File: config.mk
export PLATFORM = sky130hd
export DESIGN_NAME = pipe_stage_reg_flat
export DESIGN_NICKNAME = d
export VERILOG_FILES = /design/src/rtl/pipe_stage_reg_if.sv /design/src/rtl/pipe_stage_reg.sv /design/src/flat_wrapper.sv
export SDC_FILE = /design/constraint.sdc
export NUM_CORES = 1
export LEC_CHECK = 0
export BUFFER_PORTS_ARGS = -buffer_cell sky130_fd_sc_hd__buf_2
export CORE_MARGIN = 2
export CORE_UTILIZATION = 35
export CTS_BUF_LIST = sky130_fd_sc_hd__clkbuf_2
export CTS_CLUSTER_DIAMETER = 200
export CTS_CLUSTER_SIZE = 10
export DETAILED_ROUTE_END_ITERATION = 16
export GPL_TIMING_DRIVEN = 0
export PLACE_DENSITY = 0.61
export SLEW_MARGIN = 30
export SYNTH_ARGS = -nofsm -noshare
export SYNTH_HDL_FRONTEND = slang
export SYNTH_SLANG_ARGS = --single-unit
export TNS_END_PERCENT = 100
File: constraint.sdc
create_clock -name clk -period 2 [get_ports clk]
set_clock_uncertainty 0.2 [all_clocks]
set_input_delay 0.2 -clock clk [delete_from_list [all_inputs] [get_ports clk]]
set_output_delay 0.2 -clock clk [all_outputs]
set_load 0.005 [all_outputs]
File: src/rtl/pipe_stage_reg_if.sv
// pipe_stage_reg_if: handshake, control and counter bundle for one pipeline-stage register.
// Latency: none; this interface only carries wires between the stage and its neighbours.
// Backpressure: in_ready/out_ready are carried as-is; the stage decides when in_ready falls.
interface pipe_stage_reg_if #(
  parameter int WIDTH = 32,
  parameter int CNT_W = 16
);
  logic             in_valid;
  logic             in_ready;
  logic [WIDTH-1:0] in_data;
  logic             out_valid;
  logic             out_ready;
  logic [WIDTH-1:0] out_data;
  logic             freeze;
  logic             flush;
  logic             clr_cnt;
  logic [CNT_W-1:0] stall_cnt;
  logic [CNT_W-1:0] flush_cnt;

  // Master drives the payload and control; it sits on the upstream/controller side.
  modport master (
    output in_valid, in_data, out_ready, freeze, flush, clr_cnt,
    input  in_ready, out_valid, out_data, stall_cnt, flush_cnt
  );

  // Slave is the stage register itself.
  modport slave (
    input  in_valid, in_data, out_ready, freeze, flush, clr_cnt,
    output in_ready, out_valid, out_data, stall_cnt, flush_cnt
  );
endinterface

File: src/rtl/pipe_stage_reg.sv
// pipe_stage_reg: valid/ready pipeline register with hazard freeze, branch flush and saturating stall/flush counters.
// Latency: one cycle from input transfer to out_valid; one item per cycle while out_ready is held high.
// Backpressure: with PIPE_SKID_EN a skid entry gives capacity 2 and in_ready has no path from out_ready;
//   without it, capacity 1 and in_ready = ~freeze & (~m_valid | out_ready).
module pipe_stage_reg #(
  parameter int WIDTH = 32,
  parameter int CNT_W = 16
) (
  input logic             clk,
  input logic             rst,
  pipe_stage_reg_if.slave bus
);

  localparam logic [CNT_W-1:0] CNT_MAX = '1;

  // Main entry: the item currently presented downstream.
  logic             m_valid_q, m_valid_d;
  logic [WIDTH-1:0] m_data_q,  m_data_d;

  // Counters.
  logic [CNT_W-1:0] stall_cnt_q, stall_cnt_d;
  logic [CNT_W-1:0] flush_cnt_q, flush_cnt_d;

  // Handshake qualifiers.
  logic in_xfer;
  logic out_xfer;
  logic skid_occ;
  logic stall_inc;
  logic flush_inc;

  assign bus.out_valid = m_valid_q & ~bus.freeze;
  assign bus.out_data  = m_data_q;
  assign bus.stall_cnt = stall_cnt_q;
  assign bus.flush_cnt = flush_cnt_q;

  assign in_xfer  = bus.in_valid & bus.in_ready;
  assign out_xfer = bus.out_valid & bus.out_ready;

`ifdef PIPE_SKID_EN
  // Skid entry: catches the item accepted while main is stalled, so in_ready only depends on local state.
  logic             s_valid_q, s_valid_d;
  logic [WIDTH-1:0] s_data_q,  s_data_d;

  assign skid_occ     = s_valid_q;
  assign bus.in_ready = ~s_valid_q & ~bus.freeze;

  // Next-state for main and skid: flush empties both, freeze holds, otherwise advance in FIFO order.
  always_comb begin
    m_valid_d = m_valid_q;
    m_data_d  = m_data_q;
    s_valid_d = s_valid_q;
    s_data_d  = s_data_q;
    if (bus.flush) begin
      m_valid_d = 1'b0;
      s_valid_d = 1'b0;
    end else if (!bus.freeze) begin
      if (out_xfer) begin
        if (s_valid_q) begin
          // Older skid item moves up; in_ready was low so no new item arrives this cycle.
          m_valid_d = 1'b1;
          m_data_d  = s_data_q;
          s_valid_d = 1'b0;
        end else begin
          m_valid_d = 1'b0;
        end
      end
      if (in_xfer) begin
        if (!m_valid_q || out_xfer) begin
          // Main is empty or draining with an empty skid: the new item lands directly in main.
          m_valid_d = 1'b1;
          m_data_d  = bus.in_data;
        end else begin
          s_valid_d = 1'b1;
          s_data_d  = bus.in_data;
        end
      end
    end
  end

  // Skid register; reset drops the entry immediately.
  always_ff @(posedge clk or posedge rst) begin
    if (rst) begin
      s_valid_q <= 1'b0;
      s_data_q  <= '0;
    end else begin
      s_valid_q <= s_valid_d;
      s_data_q  <= s_data_d;
    end
  end
`else
  assign skid_occ     = 1'b0;
  assign bus.in_ready = ~bus.freeze & (~m_valid_q | bus.out_ready);

  // Next-state for the single entry: a new item replaces a departing one in the same cycle.
  always_comb begin
    m_valid_d = m_valid_q;
    m_data_d  = m_data_q;
    if (bus.flush) begin
      m_valid_d = 1'b0;
    end else if (!bus.freeze) begin
      if (in_xfer) begin
        m_valid_d = 1'b1;
        m_data_d  = bus.in_data;
      end else if (out_xfer) begin
        m_valid_d = 1'b0;
      end
    end
  end
`endif

  // Stall counts freeze cycles and cycles where a held item is refused; flush counts only flushes that drop something.
  assign stall_inc = bus.freeze | (m_valid_q & ~bus.out_ready);
  assign flush_inc = bus.flush & (m_valid_q | skid_occ);

  // Saturating counter update; clear beats a same-cycle increment.
  always_comb begin
    stall_cnt_d = stall_cnt_q;
    flush_cnt_d = flush_cnt_q;
    if (bus.clr_cnt) begin
      stall_cnt_d = '0;
      flush_cnt_d = '0;
    end else begin
      if (stall_inc && (stall_cnt_q != CNT_MAX)) begin
        stall_cnt_d = stall_cnt_q + CNT_W'(1);
      end
      if (flush_inc && (flush_cnt_q != CNT_MAX)) begin
        flush_cnt_d = flush_cnt_q + CNT_W'(1);
      end
    end
  end

  // Main entry and counter registers; reset clears everything without waiting for an edge.
  always_ff @(posedge clk or posedge rst) begin
    if (rst) begin
      m_valid_q   <= 1'b0;
      m_data_q    <= '0;
      stall_cnt_q <= '0;
      flush_cnt_q <= '0;
    end else begin
      m_valid_q   <= m_valid_d;
      m_data_q    <= m_data_d;
      stall_cnt_q <= stall_cnt_d;
      flush_cnt_q <= flush_cnt_d;
    end
  end

endmodule

File: src/flat_wrapper.sv
// flat-port wrapper written by rule: the top's interface ports become plain ports
module pipe_stage_reg_flat 
#(
  parameter int WIDTH = 32,
  parameter int CNT_W = 16
)
  (clk, rst, bus_in_valid, bus_in_data, bus_out_ready, bus_freeze, bus_flush, bus_clr_cnt, bus_in_ready, bus_out_valid, bus_out_data, bus_stall_cnt, bus_flush_cnt);
  pipe_stage_reg_if #(.WIDTH(WIDTH), .CNT_W(CNT_W)) bus_i ();
  input logic clk;
  input logic rst;
  input wire logic [$bits(bus_i.in_valid)-1:0] bus_in_valid;
  input wire logic [$bits(bus_i.in_data)-1:0] bus_in_data;
  input wire logic [$bits(bus_i.out_ready)-1:0] bus_out_ready;
  input wire logic [$bits(bus_i.freeze)-1:0] bus_freeze;
  input wire logic [$bits(bus_i.flush)-1:0] bus_flush;
  input wire logic [$bits(bus_i.clr_cnt)-1:0] bus_clr_cnt;
  output wire logic [$bits(bus_i.in_ready)-1:0] bus_in_ready;
  output wire logic [$bits(bus_i.out_valid)-1:0] bus_out_valid;
  output wire logic [$bits(bus_i.out_data)-1:0] bus_out_data;
  output wire logic [$bits(bus_i.stall_cnt)-1:0] bus_stall_cnt;
  output wire logic [$bits(bus_i.flush_cnt)-1:0] bus_flush_cnt;
  assign bus_i.in_valid = bus_in_valid;
  assign bus_i.in_data = bus_in_data;
  assign bus_i.out_ready = bus_out_ready;
  assign bus_i.freeze = bus_freeze;
  assign bus_i.flush = bus_flush;
  assign bus_i.clr_cnt = bus_clr_cnt;
  assign bus_in_ready = bus_i.in_ready;
  assign bus_out_valid = bus_i.out_valid;
  assign bus_out_data = bus_i.out_data;
  assign bus_stall_cnt = bus_i.stall_cnt;
  assign bus_flush_cnt = bus_i.flush_cnt;
  pipe_stage_reg #(.WIDTH(WIDTH), .CNT_W(CNT_W)) u_core (.clk(clk), .rst(rst), .bus(bus_i));
endmodule
==> qor.yml <==
clock_tree:
  path_clk_slew_ns: 0.17
  htree_levels: 3
  cts-root-buf: "clkbuf_2"
  cts_tree: "done"
  clock_sinks: 65
  clk_path_buf_depth: 2
  numCtsBuffers: 9
  worstSkewPairLatency_ns: 0.49
critical_path:
  start_kind: "flip-flop"
  arrival_ns: 2.13
  worstSetupEndpointType: "flip-flop"
  critPathMaxStageDelay_ns: 0.44
  path_class: "flip-flop to flip-flop"
  path_common_cell: "buf_6"
  cp_cell_sequence: "and2b_1 > buf_6 > nor4b_4 > buf_6 > buf_6 > mux2_1"
  crit_required_ns: 2.17
  slowest_stage: "dfrtp_2"
  cp_max_fo: 10
floorplan:
  core_sq_mm: 0.00872
  die-area_sq_mm: 0.00979
  rows: 34
  die_x_um: 99.0
  pin_count: 105
  fp.dieH_um: 99.0
  initial_core_util_pct: 36.2
synthesis:
  syn_inst: 273
  yosysUniqueCellTypes: 42
  yosys.area.top_type: "dfrtp_1"
  synthArstFlopShare_pct: 100
  synth-edff-count: 0
  syn_area_sq_mm: 0.00316
  synth_nets: 314
  ys_seq_area_share_pct: 51.5
  synth_area_leaders: "dfrtp_1 52%, mux2_1 11%, a21oi_1 3.6%"
  yosys_warnings: 0
  ys_ff_latch: 65
  synth_top_area_share_pct: 51.5
  synthFlopType: "dfrtp_1"
  syn-mean-instance-area_sq_um: 11.6
final_layout:
  fin_cells: 550
  drive_gt1_share_pct: 38.7
  final_util_pct: 52.4
  final_area_sq_mm: 0.00457
  syn_to_final_growth_pct: 44.7
  layout_commonest_cell: "buf_2"
  nFillCells: 790
  final_nets: 478
  diodes: 0
  mostFrequentLayoutCells: "104 x buf_2, 54 x dfrtp_1, 39 x dlygate4sd3_1, 30 x mux2_1, 22 x a21oi_1"
sta:
  min_period_over_period_pct: 97.9
  fin_crit_ns: 1.96
  setup_ws_ns: 0.0425
  fmax_ghz: 0.511
  finalSetupTns_ns: 0
  hold_viol_final: 0
  tightest_slew_ns: 0.563
  setup_viol: 0
  rsz0062_at_grt: "yes"
  relSlewSlack_pct: 62.4
  whs_ns: 0.153
  drv_slew: 0
global_route:
  grt_pass1_wl_um: 13600
  overflow: 0
  grt_start_max_net_pins: 27
  track_usage_pct: 17.2
  grt_pass1_vias: 2893
  antenna_found_initial: 0
placed_design:
  io_buffers: 103
  dp.cells: 486
  dp_hpwl_um: 5560
  place_ws_ns: -0.217
  dpl_cell_area_sq_mm: 0.00385
  place_congestion: 0.863
job:
  maxCapViolCount: 0
detailed_routing:
  dr.pass1.iters: 4
  drc_errors: 0
  wl_um: 8370
  detail-route-antenna-nets: 0
  drt-initial-drc-count: 63
  viasPerCell: 5.26
  dr_total_vias: 2893
  post_drt_wl_per_cell_um: 15.2
power_and_ir_drop:
  total_leakage_power_nw: 2.10
  p_per_area_mw_per_mm2: 606
  peakVddDrop_mv: 0.285
  power_mw: 2.76
status:
  status: "complete, no violations"
hold_path:
  hold_path.class: "primary input to flip-flop"
==> routing by layer <==
metal / global-route usage [%] / share of wire [%]
met1: 21.8 / 44
met2: 28.6 / 49
met3: 4.54 / 5.6
met4: 5.69 / 1.2
met5: 0 / 0
==> logic make-up (layout without fill, tap and decap cells) <==
logic type	count (synthesis)	count (layout)	synth area share [%]
flip-flops	65	65	51.5
AO/OA/AOI/OAI	64	64	14.4
AND/OR/NAND/NOR	88	88	17.5
buffers and inverters	17	186	2.70
adder cells (fa/ha/maj)	2	2	0.793
multiplexers	37	37	13.1
==> Yosys cell counts, types with 3 or more instances <==
library cell / number
a21oi_1: 23
and3_1: 3
and4_1: 6
buf_4: 3
clkbuf_1: 4
dfrtp_1: 65
inv_1: 7
mux2_1: 31
mux2_2: 4
nand2_1: 18
nand3_1: 11
nand4_1: 6
nand4_2: 3
nor2_1: 7
nor2b_1: 4
nor3_1: 3
nor4_1: 5
o21ai_0: 7
o311ai_0: 3
o31a_1: 4
o31ai_1: 11
o41ai_1: 6
or3_1: 6
or4_1: 9
==> timing repair <==
action	in CTS	in global routing
setup buffers	3	5
pin swaps	1	5
hold endpoints to repair	105	0
gates cloned	0	1
endpoints found under the setup margin	38	50
gates resized for setup	5	33
hold buffers	39	0
==> cell type report <==
cell class | count | area, sq um | area share (%)
Multi-Input combinational cell | 191 | 1530 | 33.5
Timing Repair Buffer | 153 | 1040 | 22.8
Inverter | 7 | 30.0 | 0.658
Clock inverter | 6 | 58.8 | 1.29
Clock buffer | 10 | 50.0 | 1.10
Buffer | 10 | 81.3 | 1.78
Sequential cell | 65 | 1640 | 35.9
Tap cell | 108 | 135 | 2.96
==> final timing paths <==
path	start	end	slack [ns]	cells after the start
setup / recovery	u_core.m_valid_q	u_core.bus.out_data[10]	0.04	6
min in group asynchronous	rst	u_core.bus.stall_cnt[1]	0.62	4
hold reg to reg	u_core.bus.out_data[15]	u_core.bus.out_data[15]	0.30	1
setup reg to reg	u_core.m_valid_q	u_core.bus.out_data[10]	0.04	6
max in group asynchronous	rst	u_core.m_valid_q	0.50	5
hold / removal	bus_out_ready	u_core.m_valid_q	0.15	5
==> registers in the layout, indices dropped and copies added (netlist names) <==
name	flops
u_core.bus.flush_cnt	16
u_core.bus.stall_cnt	16
u_core.bus.out_data	32
u_core.m_valid_q	1
==> worst max-delay path, delay by kind of cell (launching register included) <==
kind                   cells  cell delay, ns
and+or+nand+nor            2            0.39
muxes                      1            0.33
buffers and inverters      3            0.49
DFF                        1            0.44
==> report_power, final <==
| group | internal [mW] | total, mW | switching [mW] |
|---|---|---|---|
| combinational | 0.288 | 0.492 | 0.203 |
| sequential | 1.45 | 1.52 | 0.0639 |
| clock | 0.285 | 0.758 | 0.473 |
| total | 2.02 | 2.76 | 0.740 |
Power figures use the tool's default switching activity.
